## src/rtl/tdc_arb_pkg.sv

```systemverilog
// -----------------------------------------------------------------------------
// tdc_arb_pkg
// Shared types and default sizes for the TDC readout arbiter.
//   arb_state_t   : scheduler state (IDLE, CAPTURE, OUTPUT)
//   TDC_CHANNELS  : default number of TDC channels scanned
//   TDC_WORD_LEN  : default width of one TDC word
// -----------------------------------------------------------------------------
package tdc_arb_pkg;

    localparam int TDC_CHANNELS = 16;
    localparam int TDC_WORD_LEN = 68;

    typedef enum logic [1:0] {
        IDLE    = 2'd0,
        CAPTURE = 2'd1,
        OUTPUT  = 2'd2
    } arb_state_t;

endpackage

```

## src/rtl/rr_priority_picker.sv

```systemverilog
// -----------------------------------------------------------------------------
// rr_priority_picker
// Combinational round-robin search. Finds the first set bit of `valid`,
// scanning rr_ptr, rr_ptr+1, ..., WIDTH-1, 0, ..., rr_ptr-1.
// Reusable by any shared-resource arbiter.
// Ports:
//   valid  [WIDTH]      : request flags
//   rr_ptr [IDX_W]      : highest-priority index (must be < WIDTH)
//   found               : at least one request is set
//   index  [IDX_W]      : winning request index (0 when nothing is found)
// -----------------------------------------------------------------------------
module rr_priority_picker #(
    parameter  int WIDTH = 16,
    localparam int IDX_W = $clog2(WIDTH)
) (
    input  logic [WIDTH-1:0] valid,
    input  logic [IDX_W-1:0] rr_ptr,
    output logic             found,
    output logic [IDX_W-1:0] index
);

    // One extra bit so rr_ptr + offset cannot overflow before the wrap.
    localparam logic [IDX_W:0] WRAP = WIDTH[IDX_W:0];

    logic [IDX_W:0] cand;

    always_comb begin
        // NOTE: every output of a combinational block gets a default before
        // any conditional assignment; otherwise synthesis infers a latch.
        found = 1'b0;
        index = '0;
        cand  = '0;
        // Scan from the farthest offset down to offset 0 so the nearest hit
        // to rr_ptr is the last assignment and therefore wins.
        for (int k = WIDTH - 1; k >= 0; k--) begin
            cand = {1'b0, rr_ptr} + (IDX_W + 1)'(k);
            if (cand >= WRAP) begin
                cand = cand - WRAP;
            end
            if (valid[cand[IDX_W-1:0]]) begin
                found = 1'b1;
                index = cand[IDX_W-1:0];
            end
        end
    end

endmodule

```

## src/rtl/tdc_readout_arbiter.sv

```systemverilog
// -----------------------------------------------------------------------------
// tdc_readout_arbiter
// Round-robin readout scheduler for the TDC output path. Scans the channel
// valid flags, drives the external mux select, captures the selected word,
// acks the channel and presents the word on a valid/ready handshake.
//
// Optional feature: define TDC_ARB_GRANT_CNT_EN to add o_grant_count, a
// 16-bit saturating count of completed downstream handshakes.
//
// Ports:
//   clk, reset_n        : clock, asynchronous active-low reset
//   i_valid   [WIDTH]   : per-channel word pending (held until acked)
//   o_ack     [WIDTH]   : one-hot, one-cycle ack to the captured channel
//   o_sel     [IDX_W]   : registered mux select
//   i_data    [DL]      : mux output, combinational from o_sel
//   o_data    [DL]      : captured word, stable while o_valid
//   o_channel [IDX_W]   : channel index of o_data
//   o_valid / i_ready   : downstream handshake
//   o_busy              : scheduler is not idle
//   o_grant_count [16]  : (TDC_ARB_GRANT_CNT_EN only) handshake count
//
// A word sitting in OUTPUT when reset asserts is dropped: its channel has
// already been acked, so that word is lost by design.
// -----------------------------------------------------------------------------
module tdc_readout_arbiter
    import tdc_arb_pkg::*;
#(
    parameter  int WIDTH       = TDC_CHANNELS,
    parameter  int DATA_LENGTH = TDC_WORD_LEN,
    localparam int IDX_W       = $clog2(WIDTH)
) (
    input  logic                   clk,
    input  logic                   reset_n,
    input  logic [WIDTH-1:0]       i_valid,
    output logic [WIDTH-1:0]       o_ack,
    output logic [IDX_W-1:0]       o_sel,
    input  logic [DATA_LENGTH-1:0] i_data,
    output logic [DATA_LENGTH-1:0] o_data,
    output logic [IDX_W-1:0]       o_channel,
    output logic                   o_valid,
    input  logic                   i_ready,
    output logic                   o_busy
`ifdef TDC_ARB_GRANT_CNT_EN
    ,
    output logic [15:0]            o_grant_count
`endif
);

    localparam logic [IDX_W-1:0] LAST_CH = IDX_W'(WIDTH - 1);
    localparam logic [WIDTH-1:0] ONE_HOT = {{(WIDTH - 1){1'b0}}, 1'b1};

    arb_state_t       state;
    logic [IDX_W-1:0] rr_ptr;
    logic [IDX_W-1:0] next_ptr;
    logic             found;
    logic [IDX_W-1:0] pick;

    rr_priority_picker #(
        .WIDTH (WIDTH)
    ) u_picker (
        .valid  (i_valid),
        .rr_ptr (rr_ptr),
        .found  (found),
        .index  (pick)
    );

    // The channel just served becomes lowest priority on the next scan.
    assign next_ptr = (o_channel == LAST_CH) ? '0 : o_channel + 1'b1;

    assign o_busy = (state != IDLE);

    // NOTE: sequential state is updated with non-blocking assignments only, so
    // every register samples pre-edge values regardless of statement order.
    always_ff @(posedge clk or negedge reset_n) begin
        if (!reset_n) begin
            state     <= IDLE;
            rr_ptr    <= '0;
            o_sel     <= '0;
            o_data    <= '0;
            o_channel <= '0;
            o_valid   <= 1'b0;
            o_ack     <= '0;
        end else begin
            o_ack <= '0;
            case (state)
                IDLE: begin
                    if (found) begin
                        o_sel <= pick;
                        state <= CAPTURE;
                    end
                end
                // One cycle for the external mux to settle on the new o_sel.
                CAPTURE: begin
                    o_data    <= i_data;
                    o_channel <= o_sel;
                    o_valid   <= 1'b1;
                    o_ack     <= ONE_HOT << o_sel;
                    state     <= OUTPUT;
                end
                OUTPUT: begin
                    if (i_ready) begin
                        o_valid <= 1'b0;
                        rr_ptr  <= next_ptr;
                        state   <= IDLE;
                    end
                end
                default: begin
                    state <= IDLE;
                end
            endcase
        end
    end

`ifdef TDC_ARB_GRANT_CNT_EN
    always_ff @(posedge clk or negedge reset_n) begin
        if (!reset_n) begin
            o_grant_count <= '0;
        end else if (o_valid && i_ready && (o_grant_count != 16'hFFFF)) begin
            o_grant_count <= o_grant_count + 16'd1;
        end
    end
`endif

endmodule

```

## config.mk

```make
export PLATFORM = sky130hd
export DESIGN_NAME = tdc_readout_arbiter
export DESIGN_NICKNAME = d
export VERILOG_FILES = /design/src/rtl/tdc_arb_pkg.sv /design/src/rtl/rr_priority_picker.sv /design/src/rtl/tdc_readout_arbiter.sv
export SDC_FILE = /design/constraint.sdc
export NUM_CORES = 1
export LEC_CHECK = 0
export ABC_AREA = 0
export BUFFER_PORTS_ARGS = -buffer_cell sky130_fd_sc_hd__buf_2
export CAP_MARGIN = 20
export CORE_MARGIN = 5
export CORE_UTILIZATION = 40
export DETAILED_ROUTE_END_ITERATION = 7
export MAX_ROUTING_LAYER = met4
export SLEW_MARGIN = 20
export SYNTH_ARGS = -nofsm -noshare
export SYNTH_HDL_FRONTEND = slang
export SYNTH_HIERARCHICAL = 1
export SYNTH_SLANG_ARGS = --single-unit
```

## constraint.sdc

```tcl
create_clock -name clk -period 5.4 [get_ports clk]
set_clock_uncertainty 0.05 [all_clocks]
set_input_delay 0.81 -clock clk [delete_from_list [all_inputs] [get_ports clk]]
set_output_delay 0.81 -clock clk [all_outputs]
set_load 0.1 [all_outputs]
```

==> impl_metrics.env <==
export IMPL_die_width_microns=136
export IMPL_synth_seq_cells=99
export IMPL_track_usage_pct=18.4
export IMPL_rsz0062_at_grt="no"
export IMPL_synth_commonest_cells="dfrtp_1 (99), mux2_4 (71), nor2_1 (33)"
export IMPL_wirelength_mm=17.2
export IMPL_clkLatencyLatePin_ns=0.35
export IMPL_cts_tree="done"
export IMPL_die_y_microns=136
export IMPL_core_sq_mm=0.0157
export IMPL_hold_depth=1
export IMPL_min_from="o_valid$_DFFE_PN0P_"
export IMPL_hold_end="o_valid$_DFFE_PN0P_"
export IMPL_finalSetupViolCount=0
export IMPL_worstMarginPinSlew_ns=1.06
export IMPL_r2r_cells=12
export IMPL_status="complete, no violations"
export IMPL_grt_first_pass_wirelength_mm=26.0
export IMPL_syn_nets=588
export IMPL_cts_hold_buf=0
export IMPL_async_flop_share_pct=100
export IMPL_num_vias=4789
export IMPL_placementRows=46
export IMPL_synth_cell_types=73
export IMPL_syn_inst=493
export IMPL_place_hpwl_mm=13.1
export IMPL_cts_root_buf="clkbuf_16"
export IMPL_clkTransAtPathRegs_ns=0.07
export IMPL_grt_overflow=0
export IMPL_start_util_pct=40.2
export IMPL_wire_per_inst_microns=19.4
export IMPL_setup_tns_ns=0
export IMPL_reg2reg_to="o_sel[0]$_DFFE_PN0P_"
export IMPL_syn_cell_area_sq_mm=0.00632
export IMPL_ioPinCount=181
export IMPL_first_global_vias=4711
export IMPL_firstDrtPassIters=4
export IMPL_design_die_area_sq_mm=0.0184
export IMPL_antenna_found_initial=0
export IMPL_ys_warn_count=6
export IMPL_critPathMaxFanout=21
export IMPL_cp_end_kind="flop"
export IMPL_via_per_inst=5.41
export IMPL_io_buffers=180
export IMPL_grt_max_degree=61
export IMPL_synth_top_area_share_pct=39.2
export IMPL_timing_rr_start="rr_ptr[2]$_DFFE_PN0P_"
export IMPL_clockBufferDepth=2
export IMPL_worstSetupPathType="reg -> reg"
export IMPL_routabilityCongestion=0.923
export IMPL_n_antenna_cell=0
export IMPL_cp_required_ns=5.58
export IMPL_cts_sinks=99
export IMPL_hold_viol=0
export IMPL_hp_class="reg -> reg"
export IMPL_syn_area_per_cell_sq_um=12.8
export IMPL_cts_buffers=9
export IMPL_finalMaxSlewViolations=0
export IMPL_clock_fmax_mhz=235
export IMPL_netlist_top_cells_area="dfrtp_1 (39%), mux2_4 (17%), mux4_2 (6.4%), mux2i_1 (4.1%), mux2_2 (3.9%)"
export IMPL_area_growth_syn_to_layout_pct=21.3
export IMPL_post_cts_resized=0
export IMPL_maxCapViolCount=0
export IMPL_critPathLaunchType="flop"
export IMPL_route_detailed_drc=0
export IMPL_synth_top_area_cell="dfrtp_1"
export IMPL_max_slew_margin_pct=29.1
export IMPL_nets=760
export IMPL_synth_edf_count=0
export IMPL_drtAntennaViolNets=0
export IMPL_timing_final_crit_share_pct=79.0
export IMPL_synth_flop_cell="dfrtp_1"
export IMPL_fill_cells=1413
export IMPL_synth_most_common_cell="dfrtp_1"
export IMPL_drive_gt1_share_pct=50.6
export IMPL_ff2ff_setup_slack_ns=1.14
export IMPL_period_minus_slack_ns=4.26
export IMPL_cts_setup_buffers=0
export IMPL_worst_ep_arrival_time_ns=4.44
export IMPL_yosysSeqAreaShare_pct=39.2
export IMPL_htreeDepth=3
export IMPL_drt_iter0_drc=280
layout make-up:
class | count | area [sq um] | area share (%)
clock buffer | 9 | 225 | 2.94
clock inverter | 7 | 95.1 | 1.24
inverter | 13 | 50.0 | 0.653
multi-input combinational | 355 | 3600 | 46.9
sequential | 99 | 2480 | 32.3
tap | 216 | 270 | 3.52
timing repair buffer | 187 | 956 | 12.5
registers in the layout (all words and copies together) (netlist names):
signal,flops
o_data,68
o_ack,16
o_channel,4
o_sel,4
rr_ptr,4
state,2
o_valid,1
metrics by stage:
stage	instance area [sq um]	util (%)	setup WS (ns)	std cells	hold slack, ns
final	7670	48.8	1.14	886	0.444
after CTS	7670	48.8	1.19	886	0.446
after global placement	7350	46.8	1.35	870	0.426
after detailed placement	7350	46.8	1.22	870	0.431
after floorplan	6320	-	1.42	493	0.445
after global routing	7670	48.8	0.799	886	0.466
how the worst max path moves through the flow:
stage          cells past startpoint                   end  slack, ns             startpoint
2_1_floorplan                     16  o_sel[1]$_DFFE_PN0P_       1.42  rr_ptr[0]$_DFFE_PN0P_
3_3_place_gp                      12  o_sel[2]$_DFFE_PN0P_       1.35  rr_ptr[2]$_DFFE_PN0P_
3_5_place_dp                      12  o_sel[0]$_DFFE_PN0P_       1.22  rr_ptr[2]$_DFFE_PN0P_
4_1_cts                           12  o_sel[0]$_DFFE_PN0P_       1.19  rr_ptr[2]$_DFFE_PN0P_
5_1_grt                           12  o_sel[3]$_DFFE_PN0P_       0.80  rr_ptr[2]$_DFFE_PN0P_
6_report                          12  o_sel[0]$_DFFE_PN0P_       1.14  rr_ptr[2]$_DFFE_PN0P_
routing by layer:
metal | routed length [microns] | up-vias | GRT usage, %
li1 | - | 2192 | -
met1 | 7420 | 2372 | 24.5
met2 | 8230 | 194 | 28.4
met3 | 1050 | 31 | 3.45
met4 | 476 | 0 | 6.49
met5 | 0 | - | -
critical path, stage by stage, from the launching register on:
cell and delay (ns):
dfrtp_1 0.87, inv_1 0.43, ha_1 0.30, a21boi_0 0.34, xor2_1 0.37, mux4_2 0.65
nor2b_2 0.18, nand2_1 0.09, nor4_1 0.27, nand4_1 0.12, inv_1 0.12, nor2_4 0.06
mux2_2 0.27
kinds of logic (layout without fill, tap and decap cells):
family	count (synthesis)	count (layout)	share of synthesized area (%)
AOI/OAI and AO/OA	83	83	8.91
xor gates and xnor gates	12	12	2.20
adders and majority gates	8	8	1.58
buffers and inverters	39	216	4.06
DFF	99	99	39.2
muxes	149	149	35.8
and+or+nand+nor	103	103	8.29
layout by cell type, fill, tap and decap left out, drive strengths merged, types with 2 or more instances in the layout:
cell and instances:
clkbuf 9, buf 187, a21o 2, nand2b 6
a21oi 14, o211ai 7, mux4 26, nand2 27
inv 14, clkinv 5, nor3 8, nor4 2
nor2 35, xor2 3, o311ai 3, dfrtp 99
nand3 6, nand3b 3, a31o 2, nor2b 4
o21ai 24, mux2 93, a211oi 2, nand4 2
or2 3, o21a 5, and3 3, ha 8
mux2i 30, a22oi 2, a31oi 5, o31ai 3
xnor2 9
Power is left out: the tool's default activity adds up to more than one toggle a clock period on the data nets, which glitch-free logic cannot reach.
